### src/rtl/ej32_obuf_if.sv
// ej32_obuf_if: byte-bus read port and byte-stream output of the OBUF reader
interface ej32_obuf_if #(parameter int ASZ = 17);
    logic           mem_req;
    logic [ASZ-1:0] mem_a;
    logic           mem_gnt;
    logic [7:0]     mem_d;
    logic           tx_valid;
    logic [7:0]     tx_data;
    logic           tx_ready;
    modport master(output mem_req, mem_a, tx_valid, tx_data, input mem_gnt, mem_d, tx_ready);
    modport slave(input mem_req, mem_a, tx_valid, tx_data, output mem_gnt, mem_d, tx_ready);
endinterface

### src/rtl/ej32_obuf_reader.sv
// ej32_obuf_reader: drains the OBUF ring over the byte bus into a small FIFO feeding a valid/ready byte stream
module ej32_obuf_reader #(
    parameter int OBUF    = 'h1400,
    parameter int OBUF_SZ = 'h200,
    parameter int ASZ     = 17,
    parameter int DEPTH   = 4,
    localparam int OW     = $clog2(OBUF_SZ),
    localparam int PW     = $clog2(DEPTH)
) (
    input  logic          clk,
    input  logic          rst_n,
    input  logic          en,
    input  logic          flush,
    input  logic [OW-1:0] wr_ofs,
    output logic [OW-1:0] rd_ofs,
    output logic          empty,
    output logic [1:0]    state,
    ej32_obuf_if.master   bus
);
    typedef enum logic [1:0] {IDLE, FETCH, HOLD, DRAIN} state_t;
    localparam logic [ASZ-1:0] BASE = ASZ'(OBUF);
    localparam logic [PW+1:0]  DEP  = (PW+2)'(DEPTH);
    state_t        st, st_n;
    logic [OW-1:0] rd_n;
    logic [PW:0]   wp, rp, cnt, cnt_n;
    logic          inflight, acc, push, pop, credit_ok, more;
    logic [7:0]    fifo [DEPTH];
    assign cnt = wp - rp;
    assign credit_ok = ({1'b0, cnt} + (PW+2)'(inflight)) < DEP;
    assign bus.mem_req = en && !flush && rd_ofs != wr_ofs && credit_ok && rst_n;
    assign bus.mem_a = BASE + ASZ'(rd_ofs);
    assign acc = bus.mem_req && bus.mem_gnt;
    assign push = inflight && !flush;
    assign pop = bus.tx_valid && bus.tx_ready && !flush;
    assign bus.tx_valid = cnt != '0;
    assign bus.tx_data = bus.tx_valid ? fifo[rp[PW-1:0]] : 8'h00;
    assign empty = rd_ofs == wr_ofs && cnt == '0 && !inflight;
    assign state = st;
    // trace state reflects the registers as they will be after this edge
    always_comb begin
        rd_n = acc ? rd_ofs + OW'(1) : rd_ofs;
        cnt_n = cnt + (PW+1)'(push) - (PW+1)'(pop);
        more = en && rd_n != wr_ofs;
        st_n = !more ? (acc ? DRAIN : IDLE) :
               (({1'b0, cnt_n} + (PW+2)'(acc)) < DEP ? FETCH : HOLD);
    end
    always_ff @(posedge clk) begin
        if (!rst_n) begin
            rd_ofs <= '0;
            inflight <= 1'b0;
            wp <= '0;
            rp <= '0;
            st <= IDLE;
        end else if (flush) begin
            rd_ofs <= wr_ofs;
            inflight <= 1'b0;
            wp <= '0;
            rp <= '0;
            st <= IDLE;
        end else begin
            rd_ofs <= rd_n;
            inflight <= acc;
            if (push) wp <= wp + (PW+1)'(1);
            if (pop) rp <= rp + (PW+1)'(1);
            st <= st_n;
        end
    end
    always_ff @(posedge clk) begin
        if (push) fifo[wp[PW-1:0]] <= bus.mem_d;
    end
endmodule

### src/flat_wrapper.sv
// flat-port wrapper written by rule: the top's interface ports become plain ports
module ej32_obuf_reader_flat 
#(
    parameter int OBUF    = 'h1400,
    parameter int OBUF_SZ = 'h200,
    parameter int ASZ     = 17,
    parameter int DEPTH   = 4,
    localparam int OW     = $clog2(OBUF_SZ),
    localparam int PW     = $clog2(DEPTH)
)
  (clk, rst_n, en, flush, wr_ofs, rd_ofs, empty, state, bus_mem_req, bus_mem_a, bus_tx_valid, bus_tx_data, bus_mem_gnt, bus_mem_d, bus_tx_ready);
  ej32_obuf_if #(.ASZ(ASZ)) bus_i ();
  input  logic clk;
  input  logic rst_n;
  input  logic en;
  input  logic flush;
  input  logic [OW-1:0] wr_ofs;
  output logic [OW-1:0] rd_ofs;
  output logic empty;
  output logic [1:0] state;
  output wire logic [$bits(bus_i.mem_req)-1:0] bus_mem_req;
  output wire logic [$bits(bus_i.mem_a)-1:0] bus_mem_a;
  output wire logic [$bits(bus_i.tx_valid)-1:0] bus_tx_valid;
  output wire logic [$bits(bus_i.tx_data)-1:0] bus_tx_data;
  input wire logic [$bits(bus_i.mem_gnt)-1:0] bus_mem_gnt;
  input wire logic [$bits(bus_i.mem_d)-1:0] bus_mem_d;
  input wire logic [$bits(bus_i.tx_ready)-1:0] bus_tx_ready;
  assign bus_mem_req = bus_i.mem_req;
  assign bus_mem_a = bus_i.mem_a;
  assign bus_tx_valid = bus_i.tx_valid;
  assign bus_tx_data = bus_i.tx_data;
  assign bus_i.mem_gnt = bus_mem_gnt;
  assign bus_i.mem_d = bus_mem_d;
  assign bus_i.tx_ready = bus_tx_ready;
  ej32_obuf_reader #(.OBUF(OBUF), .OBUF_SZ(OBUF_SZ), .ASZ(ASZ), .DEPTH(DEPTH)) u_core (.clk(clk), .rst_n(rst_n), .en(en), .flush(flush), .wr_ofs(wr_ofs), .rd_ofs(rd_ofs), .empty(empty), .state(state), .bus(bus_i));
endmodule
### config.mk
export PLATFORM = sky130hd
export DESIGN_NAME = ej32_obuf_reader_flat
export DESIGN_NICKNAME = d
export VERILOG_FILES = /design/src/rtl/ej32_obuf_if.sv /design/src/rtl/ej32_obuf_reader.sv /design/src/flat_wrapper.sv
export SDC_FILE = /design/constraint.sdc
export NUM_CORES = 1
export LEC_CHECK = 0
export ABC_AREA = 1
export BUFFER_PORTS_ARGS = -buffer_cell sky130_fd_sc_hd__buf_2
export CORE_MARGIN = 2
export CORE_UTILIZATION = 41
export DETAILED_ROUTE_END_ITERATION = 12
export GPL_ROUTABILITY_DRIVEN = 1
export PLACE_DENSITY = 0.73
export SETUP_SLACK_MARGIN = 0.02
export SKIP_CTS_REPAIR_TIMING = 1
export SLEW_MARGIN = 20
export SYNTH_ARGS = -nofsm -noshare
export SYNTH_HDL_FRONTEND = slang
export SYNTH_SLANG_ARGS = --single-unit
### constraint.sdc
create_clock -name clk -period 3.7 [get_ports clk]
set_input_delay 0.74 -clock clk [delete_from_list [all_inputs] [get_ports clk]]
set_output_delay 0.74 -clock clk [all_outputs]
set_load 0.005 [all_outputs]
After elaboration in Yosys (flattened, before gate mapping)

Memories as Yosys holds them, arrays and structs flattened. A register that Yosys moved wholly into a read port is not among the register bits.
Index checks and enable logic that the tools add are counted.

Bitwise gates (word level): 1
Add/sub/neg operators: 9
Magnitude comparators: 2
Equal/unequal tests: 3
Reductions and logical operators: 16
Muxes and demuxes: 10

Operator list:

| cell                                                                  | number |
|---|---|
| 9-bit 2-to-1 mux                                                      | 2 |
| 9-bit != test                                                         | 2 |
| 13-bit by 9-bit adder with 14-bit output (first input constant)       | 1 |
| 1-bit logical AND                                                     | 11 |
| 2-bit 2-to-1 mux                                                      | 5 |
| 9-bit by 1-bit adder with 9-bit output (second input constant)        | 1 |
| 9-bit equality test                                                   | 1 |
| 3-bit by 1-bit adder with 4-bit output                                | 2 |
| 4-bit by 3-bit < comparator with 1-bit output (second input constant) | 2 |
| 8-bit 2-to-1 mux                                                      | 1 |
| 3-bit by 1-bit adder with 3-bit output (second input constant)        | 2 |
| 3-bit by 1-bit adder with 3-bit output                                | 1 |
| 3-bit logical NOT                                                     | 1 |
| 3-bit nonzero test                                                    | 1 |
| 3-bit by 1-bit subtractor with 3-bit output                           | 1 |
| 3-bit subtractor                                                      | 1 |
| 1-bit logical NOT                                                     | 2 |
| 1-bit 2-to-1 mux                                                      | 2 |
| 2-bit OR reduction                                                    | 1 |
| 1-bit inverter                                                        | 1 |

RAM bits: 32
Input bits: 23
Memories: 1
Register bits after elaboration: 18

Memories:

| memory      | depth | width | read ports | clocked after Yosys merged registers in | write ports | line                   | source |
|---|---|---|---|---|---|---|---|
| u_core.fifo | 4     | 8     | 1          | 1                                       | 1           | ej32_obuf_reader.sv:27 | `logic [7:0] fifo [DEPTH];` |

Longest topological paths before layout

Depth in word-level cells: 10
Depth in mapped cells: 24

Worst setup path after synthesis

No wires, ideal clock.

Path type: reg2reg
Start: reg u_core.wp[0]
End: reg u_core.st[0] (netlist: u_core.state[0])
Stages on the path, launching flop included: 21
Period minus slack after synthesis: 2.973 ns
Arrival: 2.860 ns
Data required time: 3.587 ns
Library setup time: 0.113 ns
Buffers on the path: 0
Setup slack: 0.727 ns
Path through: dfxtp_1 inv_1 ha_1 fa_1 inv_1 nand2_1 nand2_1 nand2_1 nand2_1 nand3_1 nand2_1 nor2_1 ha_1 inv_1 ha_1 fa_1 nand3_1 nand2_1 inv_1 nor2_1 nor2_1

Elaborated cells on any way between the ends: 19
Those cells by class: add/sub (5); order compare (2); eq/ne (1); mux (4); reduce/logical (7)

RTL lines:

| what                                          | line                   | source |
|---|---|---|
| start: declaration                            | ej32_obuf_reader.sv:25 | `logic [PW:0] wp, rp, cnt, cnt_n;` |
| start signal: assignment                      | ej32_obuf_reader.sv:63 | `if (push) wp <= wp + (PW+1)'(1);` |
| 3-bit subtractor                              | ej32_obuf_reader.sv:28 | `assign cnt = wp - rp;` |
| 3-bit nonzero test                            | ej32_obuf_reader.sv:35 | `assign bus.tx_valid = cnt != '0;` |
| 1-bit logical AND (2 in series)               | ej32_obuf_reader.sv:34 | `assign pop = bus.tx_valid && bus.tx_ready && !flush;` |
| net u_core.pop                                | ej32_obuf_reader.sv:26 | `logic inflight, acc, push, pop, credit_ok, more;` |
| 3-bit by 1-bit subtractor with 3-bit output   | ej32_obuf_reader.sv:42 | `cnt_n = cnt + (PW+1)'(push) - (PW+1)'(pop);` |
| 3-bit by 1-bit adder with 4-bit output        | ej32_obuf_reader.sv:45 | `(({1'b0, cnt_n} + (PW+2)'(acc)) < DEP ? FETCH : HOLD);` |
| 4-bit by 3-bit < comparator with 1-bit output | ej32_obuf_reader.sv:45 |  |
| 2-bit 2-to-1 mux                              | ej32_obuf_reader.sv:45 |  |
| 2-bit 2-to-1 mux                              | ej32_obuf_reader.sv:44 | `st_n = !more ? (acc ? DRAIN : IDLE) :` |
| end signal: assignment                        | ej32_obuf_reader.sv:65 | `st <= st_n;` |
| end: declaration                              | ej32_obuf_reader.sv:23 | `state_t st, st_n;` |

The timed path passes the listed nets, and every way through them passes these cells.
A chain may end at the register's enable or synchronous reset.

Worst setup path after layout

Start: reg u_core.wp[0]
End: out bus_mem_req

Word-level cells in the longest chain between the ends: 5

RTL lines:

| what                                          | line                   | source |
|---|---|---|
| 3-bit subtractor                              | ej32_obuf_reader.sv:28 |  |
| 3-bit by 1-bit adder with 4-bit output        | ej32_obuf_reader.sv:29 | `assign credit_ok = ({1'b0, cnt} + (PW+2)'(inflight)) < DEP;` |
| 4-bit by 3-bit < comparator with 1-bit output | ej32_obuf_reader.sv:29 |  |
| 1-bit logical AND (2 in series)               | ej32_obuf_reader.sv:30 | `assign bus.mem_req = en && !flush && rd_ofs != wr_ofs && credit_ok && rst_n;` |
| end: declaration                              | flat_wrapper.sv:21     | `output wire logic [$bits(bus_i.mem_req)-1:0] bus_mem_req;` |

No other way between the ends.

==> flow_summary.toml <==
[timing]
finalCritPeriodShare_pct = 92.5
hold_slack_ns = 0.503
relSlewSlack_pct = 42.9
rsz0062_at_grt = "false"
setup_tns_ns = 0
finClkSkew_ns = 0.0134
slew_violations = 0
hold_viol_final = 0
setup_violations = 0
fin_crit_ns = 3.42
worst_slew_pin_slew_ns = 0.854
max_freq_ghz = 0.292

[clocking]
clk_pin_slew_ns = 0.10
clockBufferDepth = 2
htreeDepth = 2
insertion_delay_ns = 0.31
cts_buffers = 5
cts_tree = "yes"
clock_sinks = 52
cts-root-buf = "clkbuf_8"

[layout]
nets = 447
post-route-util_pct = 47.3
mostFrequentLayoutCells = "nand2_1, inv_1, buf_2"
area_growth_pct = 13.4
drive_gt1_share_pct = 19.4
insertedDiodeCount = 0
fin_cells = 512
layout_commonest_cell = "nand2_1"

[min_path]
hold_class = "reg -> reg"
hold_depth = 2
worstHoldStart = "u_core.rp[2]"
whs_endpoint = "u_core.rp[2]"

[power_and_ir_drop]
ir_worst_vdd_uv = 194
p_int_mw = 0.907
net-switching-power_mw = 0.297
power_frac_clock_pct = 34.3
pwr-share-seq_pct = 53.1
leakage_nw = 1.63
power.total_mw = 1.20
switching_share_pct = 24.6
powerDensity_mw_per_mm2 = 354
comb_power_share_pct = 12.6

[critical_path]
required_ns = 2.96
rrSetupSlack_ns = 0.45
crit_arrival_ns = 2.68
timing.rr.start = "u_core.wp[0]"
worstSetupPathType = "reg -> out"
worstPathMaxFanout = 8
critPathCaptureType = "output port"
reg2reg_to = "u_core.state[0]"
r2r_cells = 23
crit_path_start_kind = "register"
critical_path.cell_chain = "inv_1, ha_1, fa_1, inv_1, nand2_1, nand2_1, nand2_1, nand2_1, inv_1, ha_1, a21oi_2, nand2_2, nor2_4, nand2_1, inv_2, buf_2"
cp_common_cell = "nand2_1"
cp_top_family = "adder cells"
cpPeakStageDelay_ns = 0.44
slowest_stage = "fa_1"
crit_buf_inv = 5
cp.depth = 16

[floorplan]
coreArea_sq_mm = 0.00718
die-area_sq_mm = 0.00800
rows = 31
io_pins = 62
start_util_pct = 41.7
fp.dieH_um = 89.4
fp.dieW_um = 89.4

[placed_design]
port_buffers = 53
dpl.cell_count = 500
gp_congestion = 0.928
place_hpwl_um = 4420

[route]
ant_nets = 0
wirelength_um = 6020
route.detailed.drc = 0
initialDrtViolationCount = 81
viasPerCell = 4.76
vias = 2435
wl_per_cell_um = 11.8
dr.pass1.iters = 4

[yosys]
yosysSeqAreaShare_pct = 45.5
ys_types = 30
netlist_area_sq_mm = 0.00299
yosysWarnings = 0
synthCells = 367
ys_ff_latch = 52
synth_area_per_cell_sq_um = 8.15

[run]
drv_cap = 0

[global_routing]
grt_pass1_vias = 2218
grt_overflow = 0
grt_usage_pct = 15.5
antenna_found_initial = 0
grt_max_degree = 18
grt_pass1_wl_um = 9600

[status]
status = "finished, final reports clean"
logic make-up (layout without fill, tap and decap cells):
logic type,after synthesis,in the layout,share of synthesized area [%]
simple gates,154,154,22.7
buf+inv,89,129,13.7
flops,52,52,45.5
compound gates,49,49,9.74
fa+ha+maj,12,12,5.52
xor+xnor,9,9,2.63
other cells,2,8,0.251
registers in the layout, indices dropped and copies added, names as in the netlist, named ones only:
name and count:
u_core.fifo 32, u_core.inflight 1, u_core.rd_ofs 9, u_core.rp 3, u_core.state 2, u_core.wp 3
layout make-up:
class | instances | area, sq um
Multi-Input combinational cell | 232 | 1240
Fill cell | 701 | 3780
Sequential cell | 52 | 1360
Inverter | 62 | 233
Timing Repair Buffer | 59 | 310
Clock inverter | 2 | 38.8
Clock buffer | 6 | 82.6
Tap cell | 99 | 124
power groups by stage:
stage | sequential, mW | clock, mW | combinational [mW]
6_report | 0.638 | 0.413 | 0.152
5_1_grt | 0.641 | 0.439 | 0.175
4_1_cts | 0.639 | 0.419 | 0.149
3_5_place_dp | 0.652 | 0 | 0.148
3_3_place_gp | 0.651 | 0 | 0.145
2_1_floorplan | 0.649 | 0 | 0.107
tightest hold or removal path, cell delays in order (launching register included):
cell	delay, ns
dfxtp_1	0.34
inv_1	0.07
a21oi_1	0.06
stage by stage:
stage / area, sq um / setup WS [ns]
3_3_place_gp: 3240 / 0.533
3_5_place_dp: 3240 / 0.470
6_report: 3390 / 0.276
4_1_cts: 3360 / 0.166
5_1_grt: 3390 / 0.0732
2_1_floorplan: 3020 / 0.727
cell usage after synthesis (all sizes together):
library cell	n	area [sq um]
nand2	76	288
o21ai	23	119
nor2	47	191
edfxtp	32	961
clkbuf	6	22.5
nor3	2	10.0
o211ai	2	15.0
inv	62	233
a21oi	15	78.8
buf	21	154
o32ai	8	70.1
xor2	9	78.8
nor4	2	12.5
nand3	16	90.1
conb	2	7.51
dfxtp	20	400
nand4	10	81.3
fa	2	40.0
o221ai	1	8.76
or2	1	6.26
ha	10	125
how the worst max path moves through the flow:
stage,from,to
after global placement,u_core.wp[0],u_core.state[0]
after CTS,u_core.wp[0],bus_mem_req
after floorplan,u_core.wp[0],u_core.state[0]
final,u_core.wp[0],bus_mem_req
after global routing,u_core.wp[0],bus_mem_req
after detailed placement,u_core.wp[0],u_core.state[0]
per-layer routing:
layer  routed length [um]  track usage (%)  share of wire [%]
met1                 2740             18.0                 45
met2                 2960             28.6                 49
met3                  243             3.60                4.0
met4                   85             4.07                1.4
met5                    0                0                  0
(Power assumes the default switching activity.)
